## src/rtl/mips_mem_responder_pkg.sv

```systemverilog
// Shared constants and FSM encodings for the MIPS memory responder and its benches.
package mips_mem_responder_pkg;

    localparam int         MEM_WIDTH  = 8;
    localparam logic [7:0] MEM_OUTADR = 8'hFF;

    typedef enum logic [1:0] {
        ST_IDLE = 2'b00,
        ST_WAIT = 2'b01,
        ST_RESP = 2'b10
    } mem_state_e;

    // Value loaded into the wait counter when a request is accepted.
    // It is clamped to zero for configurations without wait states.
    function automatic logic [2:0] wait_load(input int wait_states);
        if (wait_states > 0) begin
            return 3'(wait_states - 1);
        end else begin
            return 3'd0;
        end
    endfunction

endpackage

```

## src/rtl/mips_mem_responder_ram.sv

```systemverilog
// Storage array: synchronous write, combinational read, one write port
// shared by the CPU (priority) and the program loader.
module mips_ram
    import mips_mem_responder_pkg::*;
#(
    parameter int WIDTH = MEM_WIDTH
) (
    input  logic             clk,
    input  logic             cpu_we_i,
    input  logic [WIDTH-1:0] cpu_adr_i,
    input  logic [WIDTH-1:0] cpu_data_i,
    input  logic             ldr_we_i,
    input  logic [WIDTH-1:0] ldr_adr_i,
    input  logic [WIDTH-1:0] ldr_data_i,
    input  logic [WIDTH-1:0] rd_adr_i,
    output logic [WIDTH-1:0] rd_data_o
);

    logic [WIDTH-1:0] mem_q [2**WIDTH];
    logic             we_s;
    logic [WIDTH-1:0] wadr_s;
    logic [WIDTH-1:0] wdata_s;

    // Select the write port source; the CPU always wins over the loader.
    always_comb begin
        we_s    = 1'b0;
        wadr_s  = cpu_adr_i;
        wdata_s = cpu_data_i;
        if (cpu_we_i) begin
            we_s = 1'b1;
        end else if (ldr_we_i) begin
            we_s    = 1'b1;
            wadr_s  = ldr_adr_i;
            wdata_s = ldr_data_i;
        end else begin
            we_s = 1'b0;
        end
    end

    // Array write; contents intentionally survive reset.
    always_ff @(posedge clk) begin
        if (we_s) begin
            mem_q[wadr_s] <= wdata_s;
        end
    end

    assign rd_data_o = mem_q[rd_adr_i];

endmodule

```

## src/rtl/mips_mem_responder.sv

```systemverilog
// Memory responder for a multicycle MIPS core: request FSM with programmable
// wait states, registered read data, memory-mapped output port and error flag.
module mips_mem_responder
    import mips_mem_responder_pkg::*;
#(
    parameter int               WIDTH       = MEM_WIDTH,
    parameter int               WAIT_STATES = 1,
    parameter logic [WIDTH-1:0] OUTADR      = WIDTH'(MEM_OUTADR)
) (
    input  logic             clk,
    input  logic             reset,
    input  logic             memread,
    input  logic             memwrite,
    input  logic [WIDTH-1:0] adr,
    input  logic [WIDTH-1:0] writedata,
    output logic [WIDTH-1:0] memdata,
    output logic             memready,
    output logic [WIDTH-1:0] outport,
    output logic             outvalid,
    output logic             err,
    input  logic             ldr_en,
    input  logic [WIDTH-1:0] ldr_adr,
    input  logic [WIDTH-1:0] ldr_data
);

    localparam logic [2:0] CNT_LOAD = wait_load(WAIT_STATES);

    mem_state_e       state_q, state_d;
    logic [2:0]       cnt_q, cnt_d;
    logic [WIDTH-1:0] adr_q, adr_d;
    logic [WIDTH-1:0] wdata_q, wdata_d;
    logic             opwr_q, opwr_d;
    logic             err_q, err_d;
    logic [WIDTH-1:0] memdata_q, memdata_d;
    logic             memready_q, memready_d;
    logic [WIDTH-1:0] outport_q, outport_d;
    logic             outvalid_q, outvalid_d;
    logic             ldr_we_s;
    logic             cpu_we_s;
    logic             enter_resp_s;
    logic             out_hit_s;
    logic [WIDTH-1:0] ram_rdata_s;

    // Next-state logic: accept in IDLE, count down in WAIT, single-cycle RESP.
    always_comb begin
        state_d  = state_q;
        cnt_d    = cnt_q;
        adr_d    = adr_q;
        wdata_d  = wdata_q;
        opwr_d   = opwr_q;
        err_d    = err_q;
        ldr_we_s = 1'b0;
        case (state_q)
            ST_IDLE: begin
                if (memread || memwrite) begin
                    adr_d   = adr;
                    wdata_d = writedata;
                    opwr_d  = memwrite;
                    err_d   = err_q | (memread & memwrite);
                    if (WAIT_STATES > 0) begin
                        state_d = ST_WAIT;
                        cnt_d   = CNT_LOAD;
                    end else begin
                        state_d = ST_RESP;
                        cnt_d   = 3'd0;
                    end
                end else begin
                    ldr_we_s = ldr_en;
                end
            end
            ST_WAIT: begin
                if (cnt_q == 3'd0) begin
                    state_d = ST_RESP;
                end else begin
                    cnt_d = cnt_q - 3'd1;
                end
            end
            ST_RESP: begin
                state_d = ST_IDLE;
            end
            default: begin
                state_d = ST_IDLE;
                cnt_d   = 3'd0;
            end
        endcase
    end

    // Output next values, all captured on the edge that enters RESP.
    always_comb begin
        enter_resp_s = (state_d == ST_RESP);
        out_hit_s    = enter_resp_s && opwr_d && (adr_d == OUTADR);
        memready_d   = enter_resp_s;
        outvalid_d   = out_hit_s;
        if (enter_resp_s && !opwr_d) begin
            memdata_d = ram_rdata_s;
        end else begin
            memdata_d = memdata_q;
        end
        if (out_hit_s) begin
            outport_d = wdata_d;
        end else begin
            outport_d = outport_q;
        end
    end

    // The array write happens on the RESP edge, so an aborted request never writes.
    assign cpu_we_s = (state_q == ST_RESP) && opwr_q;

    // State, request latch and registered outputs.
    always_ff @(posedge clk or negedge reset) begin
        if (!reset) begin
            state_q    <= ST_IDLE;
            cnt_q      <= 3'd0;
            adr_q      <= '0;
            wdata_q    <= '0;
            opwr_q     <= 1'b0;
            err_q      <= 1'b0;
            memdata_q  <= '0;
            memready_q <= 1'b0;
            outport_q  <= '0;
            outvalid_q <= 1'b0;
        end else begin
            state_q    <= state_d;
            cnt_q      <= cnt_d;
            adr_q      <= adr_d;
            wdata_q    <= wdata_d;
            opwr_q     <= opwr_d;
            err_q      <= err_d;
            memdata_q  <= memdata_d;
            memready_q <= memready_d;
            outport_q  <= outport_d;
            outvalid_q <= outvalid_d;
        end
    end

    mips_ram #(
        .WIDTH(WIDTH)
    ) u_ram (
        .clk        (clk),
        .cpu_we_i   (cpu_we_s),
        .cpu_adr_i  (adr_q),
        .cpu_data_i (wdata_q),
        .ldr_we_i   (ldr_we_s),
        .ldr_adr_i  (ldr_adr),
        .ldr_data_i (ldr_data),
        .rd_adr_i   (adr_d),
        .rd_data_o  (ram_rdata_s)
    );

    assign memdata  = memdata_q;
    assign memready = memready_q;
    assign outport  = outport_q;
    assign outvalid = outvalid_q;
    assign err      = err_q;

endmodule

```

## config.mk

```make
export PLATFORM = sky130hd
export DESIGN_NAME = mips_mem_responder
export DESIGN_NICKNAME = d
export VERILOG_FILES = /design/src/rtl/mips_mem_responder_pkg.sv /design/src/rtl/mips_mem_responder_ram.sv /design/src/rtl/mips_mem_responder.sv
export SDC_FILE = /design/constraint.sdc
export NUM_CORES = 2
export LEC_CHECK = 0
export BUFFER_PORTS_ARGS = -buffer_cell sky130_fd_sc_hd__buf_2
export CORE_MARGIN = 2
export CORE_UTILIZATION = 68
export CTS_CLUSTER_SIZE = 16
export DETAILED_ROUTE_END_ITERATION = 12
export PLACE_DENSITY = 0.85
export SETUP_SLACK_MARGIN = 0.5
export SLEW_MARGIN = 0
export SYNTH_ARGS = -nofsm -noshare
export SYNTH_HDL_FRONTEND = slang
export SYNTH_HIERARCHICAL = 1
export SYNTH_SLANG_ARGS = --single-unit
```

## constraint.sdc

```tcl
create_clock -name clk -period 10.9 [get_ports clk]
set_input_delay 1.635 -clock clk [delete_from_list [all_inputs] [get_ports clk]]
set_output_delay 1.635 -clock clk [all_outputs]
set_load 0.02 [all_outputs]
```

==> summary.md <==
| Metric | Value |
|---|---|
| Outcome | finished, violations left |
| Failing checks | capacitance limit, slew limit |
| Yosys warns | 6 |
| Core region area | approximately 120000 um2 |
| Synthesis-to-finish area growth | 9.07% |
| Site row count | between 100 and 150 |
| Pre-Repair DR Iteration Count | 8 |
| Final core utilization | about three quarters |
| Avg WL per Cell | roughly 39 um |
| Final nets | just over 4000 |
| WHS | roughly 0.5 ns |
| Skew-Pair Late Insertion Delay | 0.84 ns |
| Global route total overflow | 0 |
| Clock sinks | 2089 |
| Post-Synthesis Net Count | roughly 4000 |
| CTS Buffer Depth | 3 |
| EDFF count, synth | around 2000 |
| CP endpoint kind | register |
| PortBufs | 55 |
| Post-synthesis cell area | around 82000 um2 |
| Die area | approximately 120000 um2 |
| Root buffer cell | clkbuf_16 |
| DP Cell Count | between 5000 and 6000 |
| Vias in the first global route | between 40000 and 50000 |
| Post CTS Setup Buffer Count | 0 |
| Final min period | around 6.7 ns |
| Synth area leader | edfxtp_1 |
| Num CTS Buffers | ~190 |
| CP Max Fanout | 75 |
| Setup violators final | 0 |
| Ports | 56 |
| CTS tree | yes |
| Synth Register Bits | roughly 2100 |
| Slew Limit Headroom | -14.8% |
| Netlist cell types | 74 |
| Setup TNS | 0 ns |
| Startpoint Class | input port |
| Die span in x | ~350 um |
| GP Congestion | about 0.86 |
| Initial Util | between 60% and 70% |
| Routed WL | about 230000 um |
| Power Density | around 300 nW/um2 |
| Synthesized area per cell | about 21 um2 |
| Fmax | 0.150 GHz |
| Fin crit share | between 60% and 70% |
| Via/cell ratio | between 7 and 8 |
| HPWL Detailed | approximately 120000 um |
| Slew @ Worst Pin | 1.71 ns |
| Die Height | ~350 um |
| Seq/Total Area, Yosys | between 70 and 80% |
| Most frequent cells after synthesis | edfxtp_1, mux4_2, nor2_1 |
| Max_cap viols | 3 |
| Unrepaired setup endpoints after global routing | false |
| Initial antenna violation count | 24 |
| HP Class | register to register |
| Share of the synthesized area in the top cell type | about 75% |
| DRT antenna net count | 0 |
| Layout cells sized above 1 | roughly a fifth |
| Final Slew Violations | 4 |
| Worst path required time | 11.62 ns |
| CTS Hold Bufs | 0 |
| Fin cells | a little under 6000 |
| Prevailing post-synth register cell | edfxtp_1 |
| Largest net degree at the start of global routing | 240 |
| DR DRC count | 0 |
| GRT Total Usage | 37.7% |
| Critical Path AT | ~7.4 ns |
| Synth async-reset ratio | between 1.5 and 2% |
| H-Tree Depth | 4 |
| Vias | roughly 45000 |
| Hold violation total from the final report | 0 |
| Mapped Cells | between 3000 and 4000 |
| LEAKAGE | 28.3 nW |
| Worst-path clk slew | 0.06 ns |
| Final Skew | 0.0341 ns |
| Max VDD drop | approximately 0.46 mV |
| Cell with the most instances after synthesis | edfxtp_1 |
| Initial drt markers | between 8000 and 9000 |
| Kind of critical path | input port to register |
| Cts repair resizes | 0 |
| First-pass GRT wire length | approximately 330000 um |
| Synth area leaders | edfxtp_1, mux4_2, mux2i_1 |
==> metal layers <==
layer	vias to the layer above	GRT usage [%]	share of wire, %
li1	16600	-	-
met1	22500	48.3	31
met2	4915	56.7	46
met3	1179	12.8	16
met4	30	23.1	7.6
met5	-	0.510	0.12
==> stage by stage <==
step / power, mW / worst slack (ns) / area [um2]
after global routing: 27.0 / 4.35 / 89500
after global placement: 19.0 / 4.16 / 83300
after detailed placement: 19.3 / 4.12 / 83300
final: 26.7 / 4.23 / 89500
after floorplan: 16.9 / 4.28 / 82100
after CTS: 26.2 / 4.86 / 89500
==> power breakdown <==
part           leakage (nW)  total (mW)  switching, mW  internal (mW)
Sequential             18.9        10.4          0.142           10.3
Clock                  3.02        6.73           3.02           3.71
Combinational          6.37        9.56           6.54           3.02
Total                  28.3        26.7           9.70           17.0
==> critical path: stages <==
cell and delay [ns]:
buf_2 0.13, nor2_2 0.37, nor2_1 0.11, buf_4 0.24, mux2_8 0.87, buf_4 0.70
mux4_2 0.60, a22oi_1 0.18, nand2_1 0.14, a22o_2 0.31, a211oi_1 1.35, nor4_1 0.23
mux2_1 0.39
==> kinds of logic after synthesis <==
logic type	Yosys count	share of synthesized area, %
multiplexers	646	15.0
flip-flops	2089	76.2
adder cells (fa/ha/maj)	2	0.0305
buffers and inverters	235	2.22
AO/OA/AOI/OAI	398	3.45
AND/OR/NAND/NOR	580	3.11
==> path summary, 6_finish.rpt <==
| check | startpoint | endpoint | slack (ns) | cells after the start |
|---|---|---|---|---|
| setup reg to reg | state_q[1]$_DFF_PN0_ | memdata[1]$_DFFE_PN0P_ | 4.65 | 12 |
| max in group asynchronous | reset | memdata[5]$_DFFE_PN0P_ | 9.45 | 2 |
| setup / recovery | memwrite | memdata[1]$_DFFE_PN0P_ | 4.23 | 13 |
| hold reg to reg | err$_DFFE_PN0P_ | err$_DFFE_PN0P_ | 0.50 | 1 |
| min in group asynchronous | reset | outvalid$_DFF_PN0_ | 0.96 | 2 |
| hold / removal | err$_DFFE_PN0P_ | err$_DFFE_PN0P_ | 0.50 | 1 |
==> sequential cells by signal (all words and copies together) (netlist names) <==
register	count
outport	8
opwr_q	1
cnt_q	3
state_q	2
u_ram/mem_q	2048
memready	1
adr_q	8
wdata_q	8
err	1
memdata	8
outvalid	1
==> layout make-up <==
class	count	area, um2
Fill cell	5721	30300
Timing Repair Buffer	119	868
Multi-Input combinational cell	1626	17900
Sequential cell	2089	62500
Tap cell	1612	2020
Clock inverter	118	1060
Antenna cell	18	45.0
Clock buffer	241	5100
Inverter	6	22.5
==> placed cells by master, fill, tap and decap left out, drive strengths merged, types with 8 or more instances in the layout <==
cell    count
a211oi     18
a21oi      64
a221oi     25
a22o        8
a22oi     128
buf       119
bufinv     16
clkbuf    241
clkinv     90
dfrtp      41
diode      18
edfxtp   2048
inv        13
mux2       28
mux2i     174
mux4      444
nand2     140
nand2b     11
nand3      44
nand3b     20
nor2      296
nor2b      10
nor3        8
nor4       14
o211ai     10
o21ai      28
o221ai     34
o22ai      47
o31a        8
or3         9
(Power assumes the default switching activity.)
